## config.mk

```make
export PLATFORM = sky130hd
export DESIGN_NAME = bsc_axis_accid_demux
export DESIGN_NICKNAME = d
export VERILOG_FILES = /design/src/rtl/bsc_axis_accid_demux.sv
export SDC_FILE = /design/constraint.sdc
export NUM_CORES = 1
export LEC_CHECK = 0
export ABC_AREA = 0
export BUFFER_PORTS_ARGS = -buffer_cell sky130_fd_sc_hd__buf_2
export CORE_ASPECT_RATIO = 1.4
export CORE_MARGIN = 5
export CORE_UTILIZATION = 55
export DETAILED_ROUTE_END_ITERATION = 8
export PLACE_DENSITY_LB_ADDON = 0.3
export REMOVE_ABC_BUFFERS = 1
export SLEW_MARGIN = 10
export SYNTH_ARGS = -nofsm -noshare
export SYNTH_HDL_FRONTEND = slang
export SYNTH_SLANG_ARGS = --single-unit
```

## constraint.sdc

```tcl
create_clock -name clk -period 11.7 [get_ports clk]
set_clock_uncertainty 0.1 [all_clocks]
set_input_delay 2.34 -clock clk [delete_from_list [all_inputs] [get_ports clk]]
set_output_delay 2.34 -clock clk [all_outputs]
set_load 0.03 [all_outputs]
```

## src/rtl/bsc_axis_accid_demux.sv

```systemverilog
// bsc_axis_accid_demux
// Routes AXI-Stream packets to one of NUM_ACCS accelerator ports, chosen by
// the tid of the first beat of each packet. Packets whose tid names no
// existing port are dropped and reported on bad_id_pulse.
//
// Datapath: 2-entry skid buffer -> routing FSM -> single output register.
// The output register is shared by all ports; only tvalid is steered.
//
// Optional build macro ACCID_DEMUX_ERR_CNT_EN adds a 16-bit saturating
// dropped-packet counter on output bad_id_count.
module bsc_axis_accid_demux #(
    parameter int NUM_ACCS = 4,
    parameter int ID_WIDTH = 2
) (
    input  logic                     clk,
    input  logic                     rst,
    input  logic [63:0]              S_AXIS_tdata,
    input  logic [1:0]               S_AXIS_tdest,
    input  logic [ID_WIDTH-1:0]      S_AXIS_tid,
    input  logic                     S_AXIS_tlast,
    input  logic                     S_AXIS_tvalid,
    output logic                     S_AXIS_tready,
    output logic [NUM_ACCS*64-1:0]   M_AXIS_tdata,
    output logic [NUM_ACCS*2-1:0]    M_AXIS_tdest,
    output logic [NUM_ACCS-1:0]      M_AXIS_tlast,
    output logic [NUM_ACCS-1:0]      M_AXIS_tvalid,
    input  logic [NUM_ACCS-1:0]      M_AXIS_tready,
    output logic                     bad_id_pulse
`ifdef ACCID_DEMUX_ERR_CNT_EN
    ,
    output logic [15:0]              bad_id_count
`endif
);

    localparam logic [1:0] ST_IDLE  = 2'd0;
    localparam logic [1:0] ST_ROUTE = 2'd1;
    localparam logic [1:0] ST_DROP  = 2'd2;

    localparam logic [ID_WIDTH:0] NUM_ACCS_L = (ID_WIDTH+1)'(NUM_ACCS);

    // skid buffer
    logic [63:0]         buf_data_q [2];
    logic [1:0]          buf_dest_q [2];
    logic [ID_WIDTH-1:0] buf_id_q   [2];
    logic                buf_last_q [2];
    logic                wr_ptr_q;
    logic                rd_ptr_q;
    logic [1:0]          cnt_q;
    logic [1:0]          cnt_d;
    logic                s_ready_q;

    // output register
    logic [63:0]         out_data_q;
    logic [1:0]          out_dest_q;
    logic                out_last_q;
    logic [NUM_ACCS-1:0] out_valid_q;
    logic [NUM_ACCS-1:0] port_q;
    logic                bad_pulse_q;

    logic [1:0]          state_q;
    logic [1:0]          state_d;

    // combinational helpers
    logic                accept_s;
    logic                head_vld_s;
    logic [63:0]         head_data_s;
    logic [1:0]          head_dest_s;
    logic [ID_WIDTH-1:0] head_id_s;
    logic                head_last_s;
    logic                head_ok_s;
    logic [NUM_ACCS-1:0] head_onehot_s;
    logic                out_busy_s;
    logic                out_hs_s;
    logic                out_free_s;
    logic                tail_pending_s;
    logic                load_s;
    logic                bad_s;
    logic                pop_s;
    logic                first_s;
    logic [NUM_ACCS-1:0] new_port_s;

    assign accept_s       = S_AXIS_tvalid & s_ready_q;
    assign head_vld_s     = (cnt_q != 2'd0);
    assign head_data_s    = buf_data_q[rd_ptr_q];
    assign head_dest_s    = buf_dest_q[rd_ptr_q];
    assign head_id_s      = buf_id_q[rd_ptr_q];
    assign head_last_s    = buf_last_q[rd_ptr_q];
    assign head_ok_s      = ({1'b0, head_id_s} < NUM_ACCS_L);
    assign out_busy_s     = |out_valid_q;
    assign out_hs_s       = |(out_valid_q & M_AXIS_tready);
    assign out_free_s     = ~out_busy_s | out_hs_s;
    // the tail of the current packet already sits in the output register
    assign tail_pending_s = out_busy_s & out_last_q;

    // decode the head beat's tid into a one-hot port select
    always_comb begin
        head_onehot_s = '0;
        for (int k = 0; k < NUM_ACCS; k++) begin
            head_onehot_s[k] = (head_id_s == ID_WIDTH'(k));
        end
    end

    // packet FSM: decides whether the head beat is loaded, dropped or held
    always_comb begin
        state_d = state_q;
        load_s  = 1'b0;
        bad_s   = 1'b0;
        case (state_q)
            ST_IDLE: begin
                if (head_vld_s) begin
                    if (head_ok_s) begin
                        load_s  = out_free_s;
                        state_d = out_free_s ? ST_ROUTE : ST_IDLE;
                    end else begin
                        bad_s   = 1'b1;
                        state_d = head_last_s ? ST_IDLE : ST_DROP;
                    end
                end else begin
                    state_d = ST_IDLE;
                end
            end
            ST_ROUTE: begin
                if (tail_pending_s) begin
                    // head (if any) starts the next packet, once the tail leaves
                    if (out_hs_s && head_vld_s) begin
                        if (head_ok_s) begin
                            load_s  = 1'b1;
                            state_d = ST_ROUTE;
                        end else begin
                            bad_s   = 1'b1;
                            state_d = head_last_s ? ST_IDLE : ST_DROP;
                        end
                    end else if (out_hs_s) begin
                        state_d = ST_IDLE;
                    end else begin
                        state_d = ST_ROUTE;
                    end
                end else begin
                    // continuation beat: tid ignored, goes to the latched port
                    load_s  = head_vld_s & out_free_s;
                    state_d = ST_ROUTE;
                end
            end
            ST_DROP: begin
                if (head_vld_s) begin
                    state_d = head_last_s ? ST_IDLE : ST_DROP;
                end else begin
                    state_d = ST_DROP;
                end
            end
            default: begin
                state_d = ST_IDLE;
            end
        endcase
    end

    assign pop_s      = load_s | bad_s | ((state_q == ST_DROP) & head_vld_s);
    assign first_s    = load_s & ((state_q != ST_ROUTE) | tail_pending_s);
    assign new_port_s = first_s ? head_onehot_s : port_q;
    assign cnt_d      = cnt_q + {1'b0, accept_s} - {1'b0, pop_s};

    // FSM state register
    always_ff @(posedge clk) begin
        if (rst) begin
            state_q <= ST_IDLE;
        end else begin
            state_q <= state_d;
        end
    end

    // skid buffer storage, pointers, occupancy and registered input ready
    always_ff @(posedge clk) begin
        if (rst) begin
            wr_ptr_q  <= 1'b0;
            rd_ptr_q  <= 1'b0;
            cnt_q     <= 2'd0;
            s_ready_q <= 1'b0;
            for (int i = 0; i < 2; i++) begin
                buf_data_q[i] <= 64'd0;
                buf_dest_q[i] <= 2'd0;
                buf_id_q[i]   <= '0;
                buf_last_q[i] <= 1'b0;
            end
        end else begin
            if (accept_s) begin
                buf_data_q[wr_ptr_q] <= S_AXIS_tdata;
                buf_dest_q[wr_ptr_q] <= S_AXIS_tdest;
                buf_id_q[wr_ptr_q]   <= S_AXIS_tid;
                buf_last_q[wr_ptr_q] <= S_AXIS_tlast;
                wr_ptr_q             <= ~wr_ptr_q;
            end
            if (pop_s) begin
                rd_ptr_q <= ~rd_ptr_q;
            end
            cnt_q     <= cnt_d;
            s_ready_q <= (cnt_d != 2'd2);
        end
    end

    // output register: load a routed beat, or clear after handshake
    always_ff @(posedge clk) begin
        if (rst) begin
            out_data_q  <= 64'd0;
            out_dest_q  <= 2'd0;
            out_last_q  <= 1'b0;
            out_valid_q <= '0;
            port_q      <= '0;
        end else if (load_s) begin
            out_data_q  <= head_data_s;
            out_dest_q  <= head_dest_s;
            out_last_q  <= head_last_s;
            out_valid_q <= new_port_s;
            port_q      <= new_port_s;
        end else if (out_hs_s) begin
            out_valid_q <= '0;
        end
    end

    // one-cycle pulse for each dropped packet
    always_ff @(posedge clk) begin
        if (rst) begin
            bad_pulse_q <= 1'b0;
        end else begin
            bad_pulse_q <= bad_s;
        end
    end

`ifdef ACCID_DEMUX_ERR_CNT_EN
    logic [15:0] bad_cnt_q;

    // saturating dropped-packet counter
    always_ff @(posedge clk) begin
        if (rst) begin
            bad_cnt_q <= 16'd0;
        end else if (bad_s && (bad_cnt_q != 16'hFFFF)) begin
            bad_cnt_q <= bad_cnt_q + 16'd1;
        end
    end

    assign bad_id_count = bad_cnt_q;
`endif

    assign S_AXIS_tready = s_ready_q;
    assign M_AXIS_tdata  = {NUM_ACCS{out_data_q}};
    assign M_AXIS_tdest  = {NUM_ACCS{out_dest_q}};
    assign M_AXIS_tlast  = {NUM_ACCS{out_last_q}};
    assign M_AXIS_tvalid = out_valid_q;
    assign bad_id_pulse  = bad_pulse_q;

endmodule

```

* Word level (Yosys, flattened, before mapping)
Memories as Yosys holds them, arrays and structs flattened. A register that Yosys moved wholly into a read port is not among the register bits. Index checks and enable logic that the tools add are counted. Widths: inputs -> output; s select.
Cells by class: muxes and demuxes 36, add/subtract/negate cells 2, bitwise logic cells 12, equal/unequal tests 7, reduce and logical (&&, ||, !) cells 11
Operators by type and width (count):
- $mux 64 | 1
- $reduce_or 64->1 | 1
- $mux 1 | 25
- $mux 4 | 3
- $mux 2 | 5
- $reduce_or 4->1 | 2
- $eq 2x2->1 const B | 3
- $pmux 2 s3 | 1
- $and 1x1->1 | 5
- $and 4x4->4 | 1
- $eq 2x1->1 const B | 2
- $logic_not 2->1 | 2
- $reduce_bool 2->1 | 2
- $reduce_or 2->1 | 2
- $not 1->1 | 3
- $or 1x1->1 | 3
- $add 2x1->2 | 1
- $ne 2x1->1 const B | 1
- $ne 2x2->1 const B | 1
- $pmux 1 s2 | 1
- $sub 2x1->2 | 1
- $logic_and 1x1->1 | 1
- $reduce_or 1->1 | 1
Word-level totals: RAM bits 138, memories 4, register bits after elaboration 16, output and inout bits 274, input port bits 76
Memory list:
- buf_data_q | depth 2, bits a word 64, read ports 1, clocked after memory_dff 1, wr ports 2, line 42 | logic [63:0] buf_data_q [2];
- buf_dest_q | depth 2, bits a word 2, read ports 1, clocked after memory_dff 1, wr ports 2, line 43 | logic [1:0] buf_dest_q [2];
- buf_id_q | depth 2, bits a word 2, read ports 1, clocked after memory_dff 1, wr ports 2, line 44 | logic [ID_WIDTH-1:0] buf_id_q [2];
- buf_last_q | depth 2, bits a word 1, read ports 1, clocked after memory_dff 1, wr ports 2, line 45 | logic buf_last_q [2];

* Logic depth before layout (Yosys ltp)
Gate-level depths: netlist of the first run.
depth after elaboration 9, gate-level depth with buffers 8, mapped depth without buffers 8

* Least setup slack after synthesis of the first run
OpenSTA, ideal clock, no wires.
path kind input -> register, from input S_AXIS_tvalid, to memory buf_data_q[0][0], enable pin, cell stages on the path 2, buffers on the path 0, library setup time 0.592 ns, path slack 3.657 ns, arrival time 7.351 ns, path through nand2_1 > o21ai_0
RTL lines:
- start, declared | line 21 | input logic S_AXIS_tvalid,
- end, declared | line 42

==> results.ini, run 1 <==
[clocking]
ctsResizeCount = 0
cts_setup_buffers = 0
clock_sinks = 221
holdBufCountCts = 0
max-clock-path-buffers = 3
cts_tree = built
clk_latency_ps = 480
h-tree-depth = 1
root_buffer = clkbuf_16
clk_pin_slew_ps = 60
cts-buffers-inserted = 21

[worst_hold_path]
min_from = port_q[0]
hold_depth = 2
hold_path.class = register to register
holdPathEnd = port_q[0]

[placed_design]
portBuffers = 348
dpl.cell_count = 1233
gp_congestion = 0.758
dp_hpwl_um = 13200

[yosys]
synth_top_area_cell = edfxtp_1
ys_types = 41
yosysMostFrequentCell = buf_4
syn_avg_cell_area_um2 = 11.6
synth_area_leaders = edfxtp_1 40%, dfxtp_1 16%, buf_4 15%, and2_1 8.6%, mux2i_1 6.7%
yosysSeqAreaShare_pct = 56.3
synth-seq-cells = 221
synthCells = 885
synth_edf_count = 138
synth_top_area_share_pct = 40.2
synth_warnings = 0
synth_commonest_cells = 207 x buf_4, 142 x and2_1, 138 x edfxtp_1, 83 x dfxtp_1, 73 x nor2_1
synthesis.area_mm2 = 0.0103
yosys_most_used_dff = edfxtp_1
synthArstFlopShare_pct = 0

[pwr]
power_leakage_nw = 5.11
p_seq_share_pct = 34.2
p_int_w = 0.00184
switchingPower_w = 0.00143
swShare_pct = 43.8
comb_power_share_pct = 45.3
p_clk_share_pct = 20.5
power_density_mw_per_mm2 = 286
ir_drop_uv = 167

[detailed_routing]
wl_um = 20000
num_vias = 6274
top_layer = met4
wl_met1_um = 7920
drc_errors = 0
viasPerCell = 4.94
wl_met2_um = 10500
dr.pass1.iters = 4
drt-initial-drc-count = 282
wl_met3_um = 1100
antenna_left = 0
wl_per_cell_um = 15.7

[timing]
slew_headroom_pct = 28.2
rsz0062_at_grt = no
final_hold_viol_count = 0
setup_violations = 0
tightest_slew_ps = 1080
slew_violations = 0
tns_ps = 0
fmax_mhz = 205
fin_crit_ps = 4870
fin_crit_sh_pct = 41.6

[floorplan]
num_io_pins = 350
rows = 59
initial_core_util_pct = 55.6
die_w_um = 126
core_mm2 = 0.0185
die_area_mm2 = 0.0216
dieHeight_um = 172

[setup_path]
max_stage_delay_ps = 720
timing.rr.end = M_AXIS_tvalid[3]
cp.arrival_ps = 4870
crit_family = buffers and inverters
rrSetupSlack_ps = 8460
start_kind = primary input
critPathRequiredTime_ps = 11700
path_buf_inv = 4
slowest_stage = buf_4
critical_path.cell_chain = buf_2 > buf_4 > clkinv_1 > o21ai_4 > buf_4
setup.worst_path.start = rst
rr_startpoint = M_AXIS_tvalid[3]
rr_worst_depth = 6
end_kind = register
critPathKind = primary input to register
crit_top_cell = buf_4
critPathMaxFanout = 69

[global_route]
grt_pass1_vias = 6013
grt_max_degree = 101
grt_pass1_wl_um = 30400
antenna_found_initial = 1
grt_overflow = 0
track_usage_pct = 17.1

[final_layout]
final_nets = 1089
area_delta_synth_final_pct = 10.6
fin_cells = 1270
final_layout_size_suffix_gt1_share_pct = 38.1

[outcome]
status = complete, no violations

[flow_run]
maxCapViolCount = 0

-- cells by family (layout without fill, tap and decap cells) --
kind of cell    count (synthesis)  after routing  synth area share [%]
compound gates                 95             95                  6.98
xor+xnor                        3              3                 0.255
fa+ha+maj                       1              1                 0.121
buf+inv                       257            397                  17.0
flops                         221            221                  56.3
mux                            69             69                  6.70
other cells                     1              2                0.0364
simple gates                  238            238                  12.5
-- routing by layer --
metal	vias up	track usage, %
met2	194	31.0
met3	31	2.47
met1	2944	21.2
met5	-	0
li1	3105	-
met4	0	5.28
-- registers in the layout, indices dropped and copies added (netlist names), 4 cells and up, named ones only --
register / count
buf_dest_q: 4
buf_data_q: 128
port_q: 4
buf_id_q: 4
M_AXIS_tvalid: 4
out_data_q: 64
-- cells in the final DEF (no fill, tap or decap), types with 2 or more instances in the layout --
cell and count:
clkbuf_1 5, nand2b_1 2, mux2i_1 69, a22oi_1 2, dfxtp_1 82, buf_4 7, clkinv_1 3, xnor2_1 2
edfxtp_1 138, a21oi_1 5, nand2_1 8, a211oi_1 69, nor2_1 73, o21ai_0 2, clkbuf_16 24, o32ai_1 4
inv_1 5, o2bb2ai_1 2, nand4_1 2, clkinv_2 2, and2_1 142, buf_2 348, nor3_1 3
-- worst reg2reg max path, stage by stage (launching register included) --
cell and delay (ps):
dfxtp_1 330, or4_4 580, a311oi_4 300, buf_4 410
buf_4 810, nand2_1 320, o32ai_1 310
-- power by group through the flow --
stage,Combinational (W),Clock [W],Sequential (W)
detailed placement,0.00149,0,0.00113
CTS,0.00150,0.000684,0.00112
global placement,0.00148,0,0.00113
finish,0.00148,0.000670,0.00112
floorplan,0.000551,0,0.00172
global route,0.00159,0.000717,0.00114
-- layout make-up --
cell class	count	area [µm²]
Antenna cell	1	2.50
Clock inverter	6	56.3
Tap cell	244	305
Fill cell	1537	7130
Sequential cell	221	5810
Clock buffer	30	633
Timing Repair Buffer	355	1790
Inverter	6	22.5
Multi-Input combinational cell	407	2780
-- worst max path at each step --
stage / end / slack, ps / depth (start not counted)
after floorplan: M_AXIS_tvalid[2] / 3650 / 4
after global routing: buf_data_q[0][27] / 6650 / 5
final: buf_data_q[0][8] / 6830 / 5
after CTS: buf_data_q[0][27] / 6830 / 5
after global placement: buf_data_q[0][50] / 6360 / 5
after detailed placement: buf_data_q[0][50] / 6350 / 5
-- metrics by stage --
stage	worst slack [ps]	power [W]	cell area, µm²	hold slack [ps]	utilization, %
final	6830	0.00327	11400	371	61.5
after detailed placement	6350	0.00263	10700	361	57.8
after global routing	6650	0.00345	11400	409	61.5
after floorplan	3650	0.00227	8570	335	-
after CTS	6830	0.00330	11400	370	61.5
after global placement	6360	0.00261	10700	347	57.8
Power figures use the tool's default switching activity.
==> run 2, diff against run 1 <==
--- a/config.mk
+++ b/config.mk
@@ -9,7 +9,7 @@
 export BUFFER_PORTS_ARGS = -buffer_cell sky130_fd_sc_hd__buf_2
 export CORE_ASPECT_RATIO = 1.4
 export CORE_MARGIN = 5
-export CORE_UTILIZATION = 55
+export CORE_UTILIZATION = 46
 export DETAILED_ROUTE_END_ITERATION = 8
 export PLACE_DENSITY_LB_ADDON = 0.3
 export REMOVE_ABC_BUFFERS = 1
==> constraint.sdc (replaced) <==
create_clock -name clk -period 4.25 [get_ports clk]
set_clock_uncertainty 0.1 [all_clocks]
set_input_delay 0.85 -clock clk [delete_from_list [all_inputs] [get_ports clk]]
set_output_delay 0.85 -clock clk [all_outputs]
set_load 0.03 [all_outputs]
==> results.ini, run 2 (synthesis results as in run 1) <==
[timing]
fin_crit_sh_pct = 62.1
whs_ps = 364  ; -7.05 ps
fin_crit_ps = 2640
setup_violations = 0  ; unchanged
rsz0062_at_grt = no
setup_ws_ps = 1610  ; -5220 ps
final_hold_viol_count = 0  ; unchanged
fmax_mhz = 379
slew_headroom_pct = 27.4  ; -0.82 points
slew_violations = 0  ; unchanged
tightest_slew_ps = 1090  ; +12.4 ps

[final_layout]
final_layout_size_suffix_gt1_share_pct = 38.2  ; +0.046 points
final_nets = 1090  ; +0.092%
largest_reg_flops = 128  ; unchanged
regMostFlops = buf_data_q
largestRegisters = buf_data_q: 128 flops, out_data_q: 64 flops
area_delta_synth_final_pct = 11.9
most-common-layout-cells = 348 x buf_2, 142 x and2_1, 138 x edfxtp_1
final_common_cell = buf_2

[flow_run]
maxCapViolCount = 0  ; unchanged

[clocking]
clk_latency_ps = 490  ; about the same
max-clock-path-buffers = 3  ; unchanged
h-tree-depth = 1  ; unchanged
cts-buffers-inserted = 22  ; +4.8%
cts_setup_buffers = 0  ; unchanged
ctsResizeCount = 0  ; unchanged
root_buffer = clkbuf_16
cts_tree = built
clock_sinks = 221  ; unchanged
holdBufCountCts = 0  ; unchanged
clk_pin_slew_ps = 60  ; about the same

[global_route]
grt_overflow = 0  ; unchanged
antenna_found_initial = 4  ; +3
grt_pass1_wl_um = 33700  ; +11%
track_usage_pct = 16.3  ; -0.83 points
grt_pass1_vias = 6331  ; +5.3%
grt_max_degree = 142  ; +41%

[detailed_routing]
wl_um = 21500  ; +7.5%
antenna_left = 0  ; unchanged
dr.pass1.iters = 4  ; unchanged
num_vias = 6321  ; +0.75%
wl_per_cell_um = 16.2  ; +2.9%
drt-initial-drc-count = 206  ; -27%
viasPerCell = 4.76  ; -3.6%
drc_errors = 0  ; unchanged

[setup_path]
critPathMaxFanout = 69  ; unchanged
start_kind = primary input
cp.arrival_ps = 2650  ; -2220 ps
critPathRequiredTime_ps = 4260  ; -7440 ps
end_kind = register
rr_worst_depth = 8  ; +2
critPathKind = primary input to register

[floorplan]
rows = 64  ; +8.5%
core_mm2 = 0.0219  ; +18%
die_area_mm2 = 0.0255  ; +18%
dieHeight_um = 187  ; +8.8%
num_io_pins = 350  ; unchanged
die_w_um = 137  ; +8.6%
initial_core_util_pct = 47.0  ; -8.6 points

[worst_hold_path]
hold_path.class = register to register
hold_depth = 2  ; unchanged

[placed_design]
gp_congestion = 0.735  ; -3.0%
portBuffers = 348  ; unchanged
dp_hpwl_um = 13700  ; +4.0%
pre_cts_slack_ps = 1080  ; -5270 ps

[outcome]
status = complete, no violations

[pwr]
power_leakage_nw = 5.14  ; +0.56%
power_density_mw_per_mm2 = 794  ; +180%
ir_drop_uv = 1030  ; +520%

run 2: cell types whose count changed in the layout (fill, tap and decap cells not counted):
| cell | previous run | this run |
|---|---|---|
| clkbuf_8 | 1 | 2 |
| buf_12 | 0 | 1 |
| inv_6 | 1 | 0 |
| buf_4 | 7 | 6 |
| clkinv_1 | 3 | 4 |
| bufinv_16 | 1 | 3 |
| clkbuf_16 | 24 | 23 |
| clkbuf_1 | 5 | 6 |
| clkinv_2 | 2 | 3 |
run 2: power breakdown:
part	leakage, nW	internal, W	switching, W
Clock	0.364	0.00121	0.000774
Sequential	2.13	0.00275	0.000434
Combinational	2.65	0.00121	0.00279
Total	5.14	0.00516	0.00400
run 2: final cells by class:
cell class                      instances  area (µm²)
Antenna cell                            1        2.50
Clock buffer                           31         626
Clock inverter                          9         116
Fill cell                            1975       10400
Inverter                                6        22.5
Multi-Input combinational cell        407        2780
Sequential cell                       221        5810
Tap cell                              297         372
Timing Repair Buffer                  355        1810
run 2: worst max-delay path, stage by stage:
cell and delay, ps:
buf_2 400, clkinv_1 420, o21ai_4 130, buf_4 810
run 2: path summary, 6_finish.rpt:
path	startpoint	to	slack, ps
worst max-delay path	rst	buf_data_q[0][9]	1610
worst min-delay path	port_q[0]	port_q[0]	360
worst max register to register	M_AXIS_tvalid[3]	S_AXIS_tready	1750
worst min register to register	port_q[0]	port_q[0]	360
run 2: routing by layer:
| metal | vias up | global-route usage (%) | part of all wire (%) |
|---|---|---|---|
| met3 | 40 | 3.44 | 6.3 |
| met2 | 172 | 29.9 | 54 |
| met4 | 6 | 4.34 | 1.8 |
| met5 | - | 0 | 0.19 |
| li1 | 3112 | - | - |
| met1 | 2991 | 18.9 | 38 |
run 2: metrics by stage:
| step | setup TNS (ps) | utilization [%] | instances | power (W) | area (µm²) |
|---|---|---|---|---|---|
| floorplan | -357460 | - | 634 | 0.00762 | 8570 |
| global placement | 0 | 49.2 | 1286 | 0.00721 | 10800 |
| detailed placement | 0 | 49.2 | 1286 | 0.00730 | 10800 |
| CTS | 0 | 52.6 | 1326 | 0.00930 | 11500 |
| global route | 0 | 52.6 | 1327 | 0.00967 | 11500 |
| finish | 0 | 52.6 | 1327 | 0.00916 | 11500 |
